--- src/rtl/arith_pkg.sv ---
// Shared definitions for the small-area serial arithmetic datapath.
package arith_pkg;

  // FSM state encoding is shared with the serial adder.
  typedef enum logic [1:0] {
    IDLE = 2'b00,
    RUN  = 2'b01,
    DONE = 2'b10
  } state_t;

  // Supported operand widths for the serial units.
  localparam int unsigned W_MIN = 2;
  localparam int unsigned W_MAX = 16;

  // Bit-position counter width: enough to count 0..w-1.
  function automatic int unsigned cnt_width(input int unsigned w);
    return (w < 2) ? 1 : $clog2(w);
  endfunction

endpackage

--- src/rtl/full_sub_bit.sv ---
// Single-bit full subtractor: x - y - bin.
module full_sub_bit (
  input  logic x,
  input  logic y,
  input  logic bin,
  output logic d,
  output logic bnext
);

  // Difference bit and borrow-out of one bit position.
  always_comb begin
    d     = x ^ y ^ bin;
    bnext = (~x & y) | (~(x ^ y) & bin);
  end

endmodule

--- src/rtl/ser_sub.sv ---
// Bit-serial subtractor: computes a - b LSB-first through one full-subtractor
// cell, presenting both a parallel result and a serial bit stream.
module ser_sub
  import arith_pkg::*;
#(
  parameter int unsigned W = 4
) (
  input  logic         clk,
  input  logic         reset,
  input  logic         start,
  input  logic [W-1:0] a,
  input  logic [W-1:0] b,
  output logic [W-1:0] diff,
  output logic         bout,
  output logic         done,
  output logic         busy,
  output logic         bit_out,
  output logic         bit_valid
);

  localparam int unsigned         CW   = cnt_width(W);
  localparam logic [CW-1:0]       LAST = CW'(W - 1);

  generate
    if (W < W_MIN || W > W_MAX) begin : g_bad_width
      $error("ser_sub: W out of supported range");
    end
  endgenerate

  state_t         state;
  logic [W-1:0]   ra;
  logic [W-1:0]   rb;
  logic           br;
  logic [CW-1:0]  count;
  logic           cell_d;
  logic           cell_bnext;

  full_sub_bit u_cell (
    .x     (ra[0]),
    .y     (rb[0]),
    .bin   (br),
    .d     (cell_d),
    .bnext (cell_bnext)
  );

  // Control FSM plus operand/result shift registers, all outputs registered.
  always_ff @(posedge clk) begin
    if (reset) begin
      state     <= IDLE;
      ra        <= '0;
      rb        <= '0;
      br        <= 1'b0;
      count     <= '0;
      diff      <= '0;
      bout      <= 1'b0;
      done      <= 1'b0;
      busy      <= 1'b0;
      bit_out   <= 1'b0;
      bit_valid <= 1'b0;
    end else begin
      case (state)
        IDLE, DONE: begin
          bit_valid <= 1'b0;
          bit_out   <= 1'b0;
          if (start) begin
            ra    <= a;
            rb    <= b;
            br    <= 1'b0;
            count <= '0;
            diff  <= '0;
            done  <= 1'b0;
            busy  <= 1'b1;
            state <= RUN;
          end
        end
        RUN: begin
          diff      <= {cell_d, diff[W-1:1]};
          ra        <= {1'b0, ra[W-1:1]};
          rb        <= {1'b0, rb[W-1:1]};
          br        <= cell_bnext;
          bit_out   <= cell_d;
          bit_valid <= 1'b1;
          if (count == LAST) begin
            // Counter is parked at zero on exit so it never wraps mid-operation.
            count <= '0;
            bout  <= cell_bnext;
            done  <= 1'b1;
            busy  <= 1'b0;
            state <= DONE;
          end else begin
            count <= count + 1'b1;
          end
        end
        default: state <= IDLE;
      endcase
    end
  end

endmodule

--- config.mk ---
export PLATFORM = sky130hd
export DESIGN_NAME = ser_sub
export DESIGN_NICKNAME = d
export VERILOG_FILES = /design/src/rtl/arith_pkg.sv /design/src/rtl/full_sub_bit.sv /design/src/rtl/ser_sub.sv
export SDC_FILE = /design/constraint.sdc
export NUM_CORES = 1
export LEC_CHECK = 0
export CAP_MARGIN = 10
export CORE_AREA = 2 2 58 60
export DETAILED_ROUTE_END_ITERATION = 6
export DIE_AREA = 0 0 60 62
export GPL_TIMING_DRIVEN = 0
export PLACE_DENSITY = 0.61
export REMOVE_ABC_BUFFERS = 1
export SLEW_MARGIN = 30
export SYNTH_ARGS = -nofsm -noshare
export SYNTH_HDL_FRONTEND = slang
export SYNTH_SLANG_ARGS = --single-unit
--- constraint.sdc ---
create_clock -name clk -period 1.4 [get_ports clk]
set_clock_uncertainty 0.2 [all_clocks]
set_input_delay 0.28 -clock clk [delete_from_list [all_inputs] [get_ports clk]]
set_output_delay 0.28 -clock clk [all_outputs]
set_load 0.05 [all_outputs]
==> flow_summary_export.csv <==
group,metric,value,unit
outcome,status,"finished, final reports clean",
worst_hold_path,whs_endpoint,"bit_valid$_SDFFE_PP0P_",
global_route,grt_usage,12.1,%
logic_synthesis,synth_area,957,um^2
setup_path,rrSetupSlack,0.01,ns
setup_path,path_class,"reg -> reg",
worst_hold_path,hp-class,"reg -> reg",
sta,slew-limit-headroom,42.3,%
sta,min_period,1.39,ns
cells_and_area,antennaDiodeCount,0,
power,max-vdd-ir-drop,0.497,mV
setup_path,crit_arrival,1.43,ns
power,p_per_area,1010,mW/mm^2
sta,holdWs,0.253,ns
sta,drv_slew,0,
logic_synthesis,synthDistinctLibCells,24,
logic_synthesis,yosys_warnings,0,
floorplanning,fp-row-count,21,
setup_path,start_kind,"flop",
drt,first_pass_iters,4,
cells_and_area,fillers,330,
sta,finalCritPeriodShare,99.2,%
sta,worst_slew_pin_slew,0.865,ns
cells_and_area,drive_gt1_share,30.5,%
global_route,grt-ovfl-total,0,
worst_hold_path,hp-start,"bit_valid$_SDFFE_PP0P_",
drt,drtIter0Drc,29,
floorplanning,start_util,30.1,%
logic_synthesis,synthArstFlopShare,0,%
cts,insertion_delay,0.31,ns
sta,hold_viol,0,
drt,drc_errors,0,
cts,root_buffer,"clkbuf_4",
global_route,antenna_found_initial,0,
cts,cts_buffer_depth,2,
floorplanning,dieArea,0.00372,mm^2
sta,rsz0062_at_grt,"yes",
power,p_leak,0.467,nW
setup_path,regToRegEndpoint,"diff[3]$_SDFFE_PP0P_",
cts,numCtsBuffers,3,
setup_path,ff2ff_path_depth,4,
logic_synthesis,synth-edff-count,0,
drt,via_per_inst,4.68,
floorplanning,num_io_pins,20,
logic_synthesis,yosysSeqAreaShare,46.0,%
global_route,grt_pass1_wl,3.35,mm
logic_synthesis,syn-instance-count,104,
sta,finalSetupViolCount,0,
floorplanning,dieWidth,60,um
drt,antenna_left,0,
cells_and_area,syn_to_final_growth,35.3,%
place,io_buffer_count,19,
sta,fmax,0.720,GHz
cts,clk_pin_slew,0.13,ns
global_route,grt_max_degree,22,
setup_path,r2r_start,"rb[0]$_SDFFE_PP0P_",
cells_and_area,num-nets-final,142,
place,hpwl,1.24,mm
setup_path,critical_path_peak_fanout,2,
drt,wl_per_cell,12.2,um
logic_synthesis,avgSynthCellArea,9.20,um^2
setup_path,cp-end-kind,"flop",
cts,htreeDepth,1,
drt,drt-total-wl,2.12,mm
cells_and_area,instances_no_fill,174,
worst_hold_path,whs_path_depth,2,
floorplanning,fp.coreArea,0.00318,mm^2
global_route,grt_pass1_vias,708,
cells_and_area,multi_input_area,499,um^2
job,maxCapViolCount,0,
floorplanning,die_y,62,um
setup_path,required,1.45,ns
logic_synthesis,synth_seq_cells,22,
cells_and_area,seq_area,452,um^2
drt,num_vias,815,
cts,cts_tree,"yes",
cts,cts.sinks,22,
logic_synthesis,synth_flop_cell,"dfxtp_1",
power,p_total,1.30,mW
place,gp_congestion,0.668,
place,dp_cells,162,
[flip-flops by register name (all words and copies together), names as in the netlist, 2 cells and up]
register and flops:
count 2, ra 4, state 2, rb 4
diff 4
[cells by family (layout without fill, tap and decap cells)]
family	count (synthesis)	count (layout)	share of synthesized area (%)
AOI/OAI and AO/OA	22	22	18.6
and+or+nand+nor	47	49	23.5
DFF	22	22	46.0
muxes	1	1	1.05
buffers and inverters	10	32	7.45
adders and majority gates	2	2	3.40
[cell usage after synthesis (all sizes together) (2+ instances only)]
library cell  count  area (um^2)
dfxtp            22          440
nand2            20         75.1
a21oi            13         65.1
nor2             10         37.5
nand3             8         40.0
a311oi            7         98.9
buf               5         52.5
inv               3         11.3
nand2b            3         18.8
clkbuf            2         7.51
[metrics by stage]
step	instance area (um^2)	worst slack, ns	setup TNS [ns]	utilization, %
floorplan	897	-0.177	-2.14	-
finish	1290	0.0116	0	40.7
detailed placement	1140	-0.702	-14.97	36.0
CTS	1220	0.0000000555	0	38.3
global route	1290	-0.0228	-0.0261	40.7
global placement	1140	-0.688	-14.55	36.0
[power breakdown]
part | switching (mW) | internal [mW]
clock network | 0.201 | 0.159
registers | 0.0261 | 0.659
logic | 0.136 | 0.123
[layer usage]
| layer | wire (um) | up-vias | global-route usage, % |
|---|---|---|---|
| li1 | - | 409 | - |
| met1 | 965 | 381 | 15.6 |
| met2 | 1020 | 21 | 19.4 |
| met3 | 93 | 4 | 2.69 |
| met4 | 40 | 0 | 5.71 |
| met5 | 0 | - | 0 |
[area by class of cell]
| type | count | share of cell area (%) |
|---|---|---|
| multi-input cells | 74 | 38.6 |
| flip-flops and latches | 22 | 34.9 |
| repair buffers | 25 | 18.5 |
| well taps | 46 | 4.44 |
| clock buffers | 4 | 2.80 |
| inverters | 3 | 0.870 |
[cell usage in the layout, fill, tap and decap left out]
master / instances
dfxtp_4: 2
fa_2: 1
dfxtp_1: 17
mux2i_1: 1
nor2_1: 10
a31oi_2: 1
nand3b_1: 1
inv_1: 2
nand2_1: 20
buf_12: 1
ha_2: 1
or2b_1: 1
buf_6: 4
o21a_1: 1
buf_4: 10
nand2b_4: 3
nand3_1: 8
clkbuf_4: 3
dfxtp_2: 3
clkbuf_8: 1
a311oi_1: 1
clkdlybuf4s50_1: 9
nor2b_4: 2
a21oi_1: 13
and2b_1: 1
nand2b_1: 1
dlygate4sd2_1: 1
a311oi_2: 6
or3b_1: 1
inv_2: 1
nor4b_1: 1
[timing repair]
item / in CTS / in global routing
gates cloned: 2 / 0
hold endpoints to repair: 0 / 0
endpoints found under the setup margin: 31 / 15
buffers inserted: 3 / 3
gates resized for setup: 61 / 16
pin swaps: 0 / 1
hold buffers: 0 / 0
[how the worst max path moves through the flow]
stage                                      from   slack, ns  cells after the start              endpoint
after global placement                    start       -0.69                      4    ra[0]$_SDFFE_PP0P_
after detailed placement                  start       -0.70                      4    ra[0]$_SDFFE_PP0P_
final                        rb[0]$_SDFFE_PP0P_        0.01                      4  diff[3]$_SDFFE_PP0P_
after floorplan           state[0]$_SDFFE_PP0P_       -0.18                      3    ra[0]$_SDFFE_PP0P_
after global routing         rb[0]$_SDFFE_PP0P_       -0.02                      4  diff[3]$_SDFFE_PP0P_
after CTS                  diff[1]$_SDFFE_PP0P_  0.00000006                      1               diff[1]
[critical path, stage by stage, from the launching register on]
cell and delay, ns:
dfxtp_2 0.35, inv_2 0.04, fa_2 0.57, nand2_1 0.05, a21oi_1 0.11
Power figures use the tool's default switching activity.
